**config.mk**
```make
export PLATFORM = sky130hd
export DESIGN_NAME = mem_arbiter_flat
export DESIGN_NICKNAME = d
export VERILOG_FILES = /design/src/rtl/mem_arbiter_if.sv /design/src/rtl/mem_arbiter.sv /design/src/flat_wrapper.sv
export SDC_FILE = /design/constraint.sdc
export NUM_CORES = 1
export LEC_CHECK = 0
export CELL_PAD_IN_SITES_DETAIL_PLACEMENT = 1
export CELL_PAD_IN_SITES_GLOBAL_PLACEMENT = 1
export CORE_UTILIZATION = 19
export CTS_BUF_LIST = sky130_fd_sc_hd__clkbuf_2 sky130_fd_sc_hd__clkbuf_4 sky130_fd_sc_hd__clkbuf_8
export DETAILED_ROUTE_END_ITERATION = 10
export GPL_TIMING_DRIVEN = 1
export PLACE_DENSITY = 0.86
export SLEW_MARGIN = 40
export SYNTH_ARGS = -nofsm -noshare
export SYNTH_HDL_FRONTEND = slang
export SYNTH_SLANG_ARGS = --single-unit
```
**constraint.sdc**
```tcl
create_clock -name clk -period 1.34 [get_ports clk]
set_clock_uncertainty 0.05 [all_clocks]
set_input_delay 0.201 -clock clk [delete_from_list [all_inputs] [get_ports clk]]
set_output_delay 0.201 -clock clk [all_outputs]
set_load 0.01 [all_outputs]
```
**src/rtl/mem_arbiter_if.sv**
```systemverilog
// Port bundle for mem_arbiter: two cache clients (index 0 = I-cache, 1 = D-cache) and the shared memory bus.
// Requests: the requester holds reqcyc and the address and tag steady until it sees a one-cycle reqack pulse.
// Response beats: a beat transfers on a posedge where respcyc and respack are both 1.
interface mem_arbiter_if #(
  parameter int ADDR_W = 64,
  parameter int DATA_W = 64,
  parameter int TAG_W  = 13
);
  logic [1:0]             c_reqcyc;
  logic [1:0][ADDR_W-1:0] c_req;
  logic [1:0][TAG_W-1:0]  c_reqtag;
  logic [1:0]             c_reqack;
  logic [1:0]             c_respcyc;
  logic [DATA_W-1:0]      c_resp;
  logic [TAG_W-1:0]       c_resptag;
  logic [1:0]             c_respack;

  logic                   bus_reqcyc;
  logic [ADDR_W-1:0]      bus_req;
  logic [TAG_W-1:0]       bus_reqtag;
  logic                   bus_reqack;
  logic                   bus_respcyc;
  logic [DATA_W-1:0]      bus_resp;
  logic [TAG_W-1:0]       bus_resptag;
  logic                   bus_respack;

  modport slave (
    input  c_reqcyc, c_req, c_reqtag, c_respack,
           bus_reqack, bus_respcyc, bus_resp, bus_resptag,
    output c_reqack, c_respcyc, c_resp, c_resptag,
           bus_reqcyc, bus_req, bus_reqtag, bus_respack
  );

  modport master (
    output c_reqcyc, c_req, c_reqtag, c_respack,
           bus_reqack, bus_respcyc, bus_resp, bus_resptag,
    input  c_reqack, c_respcyc, c_resp, c_resptag,
           bus_reqcyc, bus_req, bus_reqtag, bus_respack
  );
endinterface

```
**src/rtl/mem_arbiter.sv**
```systemverilog
// Merges I-cache and D-cache line-fill requests onto one memory bus, one transaction at a time.
// Define ARB_FIXED_PRIO_EN for fixed priority (D-cache wins ties); default is round-robin.
module mem_arbiter #(
  parameter int ADDR_W = 64,
  parameter int DATA_W = 64,
  parameter int TAG_W  = 13,
  parameter int BEATS  = 8
) (
  input  logic          clk,
  input  logic          reset,
  mem_arbiter_if.slave  bus_if,
  output logic [1:0]    dbg_state
);
  localparam int CNT_W    = $clog2(BEATS);
  localparam int READ_BIT = TAG_W - 1;

  localparam logic [1:0] ST_IDLE  = 2'd0;
  localparam logic [1:0] ST_ISSUE = 2'd1;
  localparam logic [1:0] ST_RESP  = 2'd2;

  logic [1:0]        state_q, state_d;
  logic              grant_q, grant_d;
  logic              last_grant_q, last_grant_d;
  logic [CNT_W-1:0]  beat_cnt_q, beat_cnt_d;
  logic              bus_reqcyc_q, bus_reqcyc_d;
  logic [ADDR_W-1:0] bus_req_q, bus_req_d;
  logic [TAG_W-1:0]  bus_reqtag_q, bus_reqtag_d;
  logic [1:0]        c_reqack_q, c_reqack_d;

  logic              winner;
  logic              in_resp;
  logic              beat_acc;

  always_comb begin
`ifdef ARB_FIXED_PRIO_EN
    winner = bus_if.c_reqcyc[1];
`else
    // On a tie the client that was not served last goes next.
    if (&bus_if.c_reqcyc) winner = ~last_grant_q;
    else                  winner = bus_if.c_reqcyc[1];
`endif
  end

  assign in_resp  = (state_q == ST_RESP);
  assign beat_acc = in_resp && bus_if.bus_respcyc && bus_if.c_respack[grant_q];

  always_comb begin
    state_d      = state_q;
    grant_d      = grant_q;
    last_grant_d = last_grant_q;
    beat_cnt_d   = beat_cnt_q;
    bus_reqcyc_d = bus_reqcyc_q;
    bus_req_d    = bus_req_q;
    bus_reqtag_d = bus_reqtag_q;
    c_reqack_d   = 2'b00;
    case (state_q)
      ST_IDLE: begin
        if (|bus_if.c_reqcyc) begin
          grant_d      = winner;
          last_grant_d = winner;
          bus_req_d    = bus_if.c_req[winner];
          bus_reqtag_d = bus_if.c_reqtag[winner];
          bus_reqcyc_d = 1'b1;
          c_reqack_d   = winner ? 2'b10 : 2'b01;
          state_d      = ST_ISSUE;
        end
      end
      ST_ISSUE: begin
        if (bus_if.bus_reqack) begin
          bus_reqcyc_d = 1'b0;
          beat_cnt_d   = '0;
          state_d      = bus_reqtag_q[READ_BIT] ? ST_RESP : ST_IDLE;
        end
      end
      ST_RESP: begin
        if (beat_acc) begin
          if (beat_cnt_q == CNT_W'(BEATS - 1)) begin
            beat_cnt_d = '0;
            state_d    = ST_IDLE;
          end else begin
            beat_cnt_d = beat_cnt_q + 1'b1;
          end
        end
      end
      default: state_d = ST_IDLE;
    endcase
  end

  always_ff @(posedge clk) begin
    if (!reset) begin
      state_q      <= ST_IDLE;
      grant_q      <= 1'b0;
      last_grant_q <= 1'b1;
      beat_cnt_q   <= '0;
      bus_reqcyc_q <= 1'b0;
      bus_req_q    <= '0;
      bus_reqtag_q <= '0;
      c_reqack_q   <= 2'b00;
    end else begin
      state_q      <= state_d;
      grant_q      <= grant_d;
      last_grant_q <= last_grant_d;
      beat_cnt_q   <= beat_cnt_d;
      bus_reqcyc_q <= bus_reqcyc_d;
      bus_req_q    <= bus_req_d;
      bus_reqtag_q <= bus_reqtag_d;
      c_reqack_q   <= c_reqack_d;
    end
  end

  // Response path is purely combinational and only open while a read is in flight.
  always_comb begin
    bus_if.c_respcyc   = 2'b00;
    bus_if.c_resp      = '0;
    bus_if.c_resptag   = '0;
    bus_if.bus_respack = 1'b0;
    if (in_resp) begin
      bus_if.c_respcyc[grant_q] = bus_if.bus_respcyc;
      bus_if.c_resp             = bus_if.bus_resp;
      bus_if.c_resptag          = bus_if.bus_resptag;
      bus_if.bus_respack        = bus_if.c_respack[grant_q];
    end
  end

  assign bus_if.c_reqack   = c_reqack_q;
  assign bus_if.bus_reqcyc = bus_reqcyc_q;
  assign bus_if.bus_req    = bus_req_q;
  assign bus_if.bus_reqtag = bus_reqtag_q;
  assign dbg_state         = state_q;
endmodule

```
**src/flat_wrapper.sv**
```systemverilog
// flat-port wrapper written by rule: the top's interface ports become plain ports
module mem_arbiter_flat 
#(
  parameter int ADDR_W = 64,
  parameter int DATA_W = 64,
  parameter int TAG_W  = 13,
  parameter int BEATS  = 8
)
  (clk, reset, dbg_state, bus_if_c_reqcyc, bus_if_c_req, bus_if_c_reqtag, bus_if_c_respack, bus_if_bus_reqack, bus_if_bus_respcyc, bus_if_bus_resp, bus_if_bus_resptag, bus_if_c_reqack, bus_if_c_respcyc, bus_if_c_resp, bus_if_c_resptag, bus_if_bus_reqcyc, bus_if_bus_req, bus_if_bus_reqtag, bus_if_bus_respack);
  mem_arbiter_if #(.ADDR_W(ADDR_W), .DATA_W(DATA_W), .TAG_W(TAG_W)) bus_if_i ();
  input  logic clk;
  input  logic reset;
  output logic [1:0] dbg_state;
  input wire logic [$bits(bus_if_i.c_reqcyc)-1:0] bus_if_c_reqcyc;
  input wire logic [$bits(bus_if_i.c_req)-1:0] bus_if_c_req;
  input wire logic [$bits(bus_if_i.c_reqtag)-1:0] bus_if_c_reqtag;
  input wire logic [$bits(bus_if_i.c_respack)-1:0] bus_if_c_respack;
  input wire logic [$bits(bus_if_i.bus_reqack)-1:0] bus_if_bus_reqack;
  input wire logic [$bits(bus_if_i.bus_respcyc)-1:0] bus_if_bus_respcyc;
  input wire logic [$bits(bus_if_i.bus_resp)-1:0] bus_if_bus_resp;
  input wire logic [$bits(bus_if_i.bus_resptag)-1:0] bus_if_bus_resptag;
  output wire logic [$bits(bus_if_i.c_reqack)-1:0] bus_if_c_reqack;
  output wire logic [$bits(bus_if_i.c_respcyc)-1:0] bus_if_c_respcyc;
  output wire logic [$bits(bus_if_i.c_resp)-1:0] bus_if_c_resp;
  output wire logic [$bits(bus_if_i.c_resptag)-1:0] bus_if_c_resptag;
  output wire logic [$bits(bus_if_i.bus_reqcyc)-1:0] bus_if_bus_reqcyc;
  output wire logic [$bits(bus_if_i.bus_req)-1:0] bus_if_bus_req;
  output wire logic [$bits(bus_if_i.bus_reqtag)-1:0] bus_if_bus_reqtag;
  output wire logic [$bits(bus_if_i.bus_respack)-1:0] bus_if_bus_respack;
  assign bus_if_i.c_reqcyc = bus_if_c_reqcyc;
  assign bus_if_i.c_req = bus_if_c_req;
  assign bus_if_i.c_reqtag = bus_if_c_reqtag;
  assign bus_if_i.c_respack = bus_if_c_respack;
  assign bus_if_i.bus_reqack = bus_if_bus_reqack;
  assign bus_if_i.bus_respcyc = bus_if_bus_respcyc;
  assign bus_if_i.bus_resp = bus_if_bus_resp;
  assign bus_if_i.bus_resptag = bus_if_bus_resptag;
  assign bus_if_c_reqack = bus_if_i.c_reqack;
  assign bus_if_c_respcyc = bus_if_i.c_respcyc;
  assign bus_if_c_resp = bus_if_i.c_resp;
  assign bus_if_c_resptag = bus_if_i.c_resptag;
  assign bus_if_bus_reqcyc = bus_if_i.bus_reqcyc;
  assign bus_if_bus_req = bus_if_i.bus_req;
  assign bus_if_bus_reqtag = bus_if_i.bus_reqtag;
  assign bus_if_bus_respack = bus_if_i.bus_respack;
  mem_arbiter #(.ADDR_W(ADDR_W), .DATA_W(DATA_W), .TAG_W(TAG_W), .BEATS(BEATS)) u_core (.clk(clk), .reset(reset), .bus_if(bus_if_i), .dbg_state(dbg_state));
endmodule
```
Word-level counts from Yosys, hierarchy flattened. Cells that the tools add are included.

Add/subtract/negate cells: 1. Order comparisons: 3. Equality and inequality tests: 7. Muxes and demuxes: 27. Bitwise operators: 2. Reduce and logical (&&, ||, !) cells: 13.

Operators with widths (number): 64-bit two-way mux (3); 13-bit two-way mux (3); 2-bit two-way mux (7); 3-bit two-way mux (3); 3-bit AND reduction (3); 1-bit two-way mux (7); 2-bit inequality test, second input constant (3); 2-bit one-hot mux with 3 select lines (1); 3-bit one-hot mux with 2 select lines (1); 1-bit by 2-bit less-than comparator with 1-bit output, second input constant (2); 2-bit AND reduction (2); 4-bit AND reduction (1); 2-bit nonzero test (2); 3-bit by 1-bit adder with 3-bit output, second input constant (1); 3-bit == test, second input constant (1); 1-bit logical AND (3); 2-bit bitwise AND (1); 2-bit by 1-bit == test with 1-bit output, second input constant (1); 2-bit == test, second input constant (1); 2-bit logical NOT (1); 2-bit by 1-bit inequality test with 1-bit output, second input constant (1); 1-bit one-hot mux with 2 select lines (1); 2-bit OR reduction (1); 1-bit demux with 1-bit select (1); other kinds (2) (2).

Register bits: 87. Input port bits: 239. Output and inout port bits: 162. Word-level logic and storage cells: 61.

Depth between registers and ports, before layout.
Depth in word-level cells: 6. Gate-level depth with buffers: 7. Mapped depth without buffers: 5.

Worst setup path before layout. Ideal clock, no wire load.

Path kind: register to output. Start point: register u_core.state_q[1] (netlist: u_core.dbg_state[1]). End point: output port bus_if_c_resp[17]. Arrival time: 1.248 ns. Data required time: 1.089 ns. Setup slack: -0.159 ns. Cell stages (with the launch flop): 5. Path buffers: 2. Cells stage by stage: dfxtp_1 -> nor2b_1 -> buf_2 -> clkbuf_1 -> and2_1.

Word-level cells in the longest chain between the ends: 2.

RTL lines: start, declared (line mem_arbiter.sv:21) `logic [1:0] state_q, state_d;`; start signal, assigned (line mem_arbiter.sv:100) `state_q <= state_d;`; 2-bit == test (line mem_arbiter.sv:44) `assign in_resp = (state_q == ST_RESP);`; 64-bit two-way mux (line mem_arbiter.sv:117) `if (in_resp) begin`; end, declared (line flat_wrapper.sv:24) `output wire logic [$bits(bus_if_i.c_resp)-1:0] bus_if_c_resp;`.

Every way passes these cells.

Final worst setup path.
Start point: register u_core.state_q[1] (netlist: u_core.dbg_state[1]). End point: output port bus_if_c_resp[51].

Same word-level chain as after synthesis.

==> results by group <==
Outcome
  • Outcome: complete, but fails checks
  • Failing checks: negative setup slack

STA
  • Final critical-path required period: 1.78 ns
  • Setup repair after global routing missed its margin: yes
  • Final critical-path share of the clock period: 1.33
  • Slew Limit Headroom: 0.659
  • Final Hold Viols: 0
  • Post-layout worst setup margin: -0.436 ns
  • Tightest Pin Transition: 0.511 ns
  • Number of max-slew violations in the final report: 0
  • Top achievable clock speed: 563 MHz
  • Final setup fails: 168

Place
  • Count of input and output buffers: 400
  • Hpwl dp: 19.6 mm
  • Placer Congestion: 0.844

Route
  • DR pass1 iterations: 4
  • Total number of vias: 6449
  • Total Wirelength: 32.1 mm
  • Via count normalized by instance count: 4.81
  • DRC violation count after routing: 0
  • Wire length per cell: 23.9 um
  • First DRT Iteration DRCs: 239
  • Antenna Violating Nets Remaining: 0

Yosys
  • Number of synthesized register bits: 87
  • Fraction of synthesized cell area taken by the top area cell type: 0.378
  • Cell variety after synth: 30
  • Fraction of synthesized cell area in xor and xnor cells: 0
  • Synth Area in Adders: 0.00544
  • Cell type with the highest aggregate area in the netlist: sky130_fd_sc_hd__dfxtp_1
  • Post-synthesis net count: 817
  • Number of cells produced by synthesis: 576
  • Area fraction in compound gates after synthesis: 0.285
  • Cell Area, Synth: 4600 sq um
  • Post-synthesis simple-gate area fraction: 0.260
  • Post-synthesis area per instance: 7.99 sq um
  • Leading cell types by total area after synthesis: sky130_fd_sc_hd__dfxtp_1 38%, sky130_fd_sc_hd__nand2_1 13%, sky130_fd_sc_hd__and2_1 11%
  • Count of synthesis-stage warnings from yosys: 0
  • Largest family of logic cells by synthesized area: compound AO/OA/AOI/OAI gates
  • Portion of netlist area occupied by mux cells: 0.00897
  • Portion of the post-synthesis area used by sequential elements: 0.378

Clocking
  • Number of buffers created by CTS: 9
  • TritonCTS clock tree: yes
  • Number of buffers on the longest clock path: 2
  • Clock Pin Slew Worst Setup and Hold Paths: 0.10 ns
  • Insertion delay of the later-clocked pin in the worst-skew pair: 0.39 ns
  • Root Buffer: sky130_fd_sc_hd__clkbuf_8
  • Level count of the clock H-tree: 3
  • Sink Count: 87

Global route
  • Number of antenna violations at the first check in global routing: 1
  • Final global-route overflow total: 0
  • Global-route wire length before repair: 43.1 mm
  • Via count of the first global-routing pass: 6884
  • Largest net degree at the start of global routing: 38
  • Overall fraction of global-route tracks in use: 0.238

Power
  • Overall power of the completed layout: 9230 uW
  • Power per standard cell area: 838 nW/um^2
  • Cell leakage power: 0.00462 uW
  • Maximum resistive drop on vdd: 0.485 mV

Flow run
  • MaxCap Viol Count: 0

Floorplanning
  • I/O pin total: 401
  • Initial core utilization: 0.195
  • Row count: 56
  • Vert. Die Dim: 158 um
  • Area of the die: 24900 sq um
  • Core box area: 23600 sq um
  • Die extent in x: 158 um

Finish
  • Post-layout net count: 1258
  • End-of-flow core utilization: 0.466
  • Layout overhead on the synthesized area: 139%
  • Most common cell after layout, fill and taps aside: sky130_fd_sc_hd__clkdlybuf4s50_1
  • Leading cell types in the layout, fill and taps excluded: 237 x sky130_fd_sc_hd__clkdlybuf4s50_1, 158 x sky130_fd_sc_hd__nand2_1, 72 x sky130_fd_sc_hd__dfxtp_1
  • Share of final-layout standard cells stronger than drive strength 1: 0.368

Worst setup path
  • Kind of end point of the critical path: output port
  • Worst path arrival time: 1.53 ns
  • Startpoint kind of the worst setup timing path: flip-flop
  • Worst setup path class: reg2out
  • Required time at the endpoint of the critical path: 1.09 ns
  • CP max FO: 11

Hold path
  • Min-delay worst type: in2reg
==> synth_stat cells (all sizes together) <==
cell type  count
dfxtp         87
clkbuf        45
a21bo          1
nor3           3
o21a           1
a2111oi        1
inv            1
a21oi         79
mux2i          3
nor2b          1
ha             2
and3           3
or2            1
o22ai          1
and2          79
nor2           4
nand3b         1
buf           16
nand2        159
o21ai          1
a21boi         2
nand3          7
a311oi        77
mux2           1
==> timing repair <==
item	4_1_cts	5_1_grt
hold buffers	0	0
gates resized for setup	626	134
buffers inserted	28	13
setup endpoints to repair	246	199
gates cloned	27	6
pin swaps	110	18
==> state kept, by name, summed over array words and instances (netlist names) <==
| name | flops |
|---|---|
| u_core.bus_if.bus_req | 64 |
| u_core.last_grant_q | 1 |
| u_core.bus_if.c_reqack | 2 |
| u_core.beat_cnt_q | 3 |
| u_core.grant_q | 1 |
| u_core.bus_if.bus_reqcyc | 1 |
| u_core.dbg_state | 2 |
| u_core.bus_if.bus_reqtag | 13 |
==> metal layers <==
layer  GRT usage  up-vias  share of wire
met5           0        -              0
met1       0.248     3150           0.36
li1            -     2915              -
met4       0.123        0          0.042
met2       0.437      321           0.52
met3      0.0621       63          0.073
==> worst max-delay path, cell delays in order (launching register included) <==
cell	delay (ns)
sky130_fd_sc_hd__dfxtp_2	0.35
sky130_fd_sc_hd__nor2b_4	0.16
sky130_fd_sc_hd__buf_12	0.18
sky130_fd_sc_hd__clkbuf_16	0.17
sky130_fd_sc_hd__and2_1	0.14
sky130_fd_sc_hd__buf_2	0.14
==> cell families after synthesis <==
kind of cell	Yosys count
adders and majority gates	2
DFF	87
buffers and inverters	62
and+or+nand+nor	258
AOI/OAI and AO/OA	163
muxes	4
==> layout make-up <==
type | instances | area, sq um
fill | 2672 | 12600
antenna | 1 | 2.50
multi-input combinational | 427 | 3200
inverter | 1 | 5.00
clock buffer | 9 | 124
tap | 319 | 399
sequential | 87 | 1760
timing repair buffer | 491 | 5420
clock inverter | 7 | 103
==> per-stage QoR <==
step	instances	area, sq um	worst slack [ns]	hold WS (ns)	TNS, ns
CTS	1335	10600	-0.455	0.294	-53.67
finish	1342	11000	-0.436	0.334	-58.11
global route	1342	11000	-0.492	0.325	-67.13
detailed placement	1265	9110	-0.624	0.428	-74.37
floorplan	576	4620	-0.0367	0.260	-1.10
global placement	1265	9110	-0.530	0.396	-67.24
==> report_power, final <==
part           switching (uW)  leakage [uW]  total, uW  internal, uW
clock network            1170      0.000111       2240          1080
registers                 220      0.000727       3100          2880
logic                    1700       0.00378       3890          2190
==> path summary, 6_finish.rpt <==
check	startpoint	end	slack, ns	cells past startpoint
max	u_core.dbg_state[1]	bus_if_c_resp[51]	-0.44	5
min	bus_if_c_req[16]	u_core.bus_if.bus_req[16]	0.33	3
max reg2reg	u_core.dbg_state[1]	u_core.bus_if.bus_req[24]	-0.42	9
min reg2reg	u_core.bus_if.bus_req[48]	u_core.bus_if.bus_req[48]	0.45	2
Note: power is estimated with default switching activity, not from simulation.
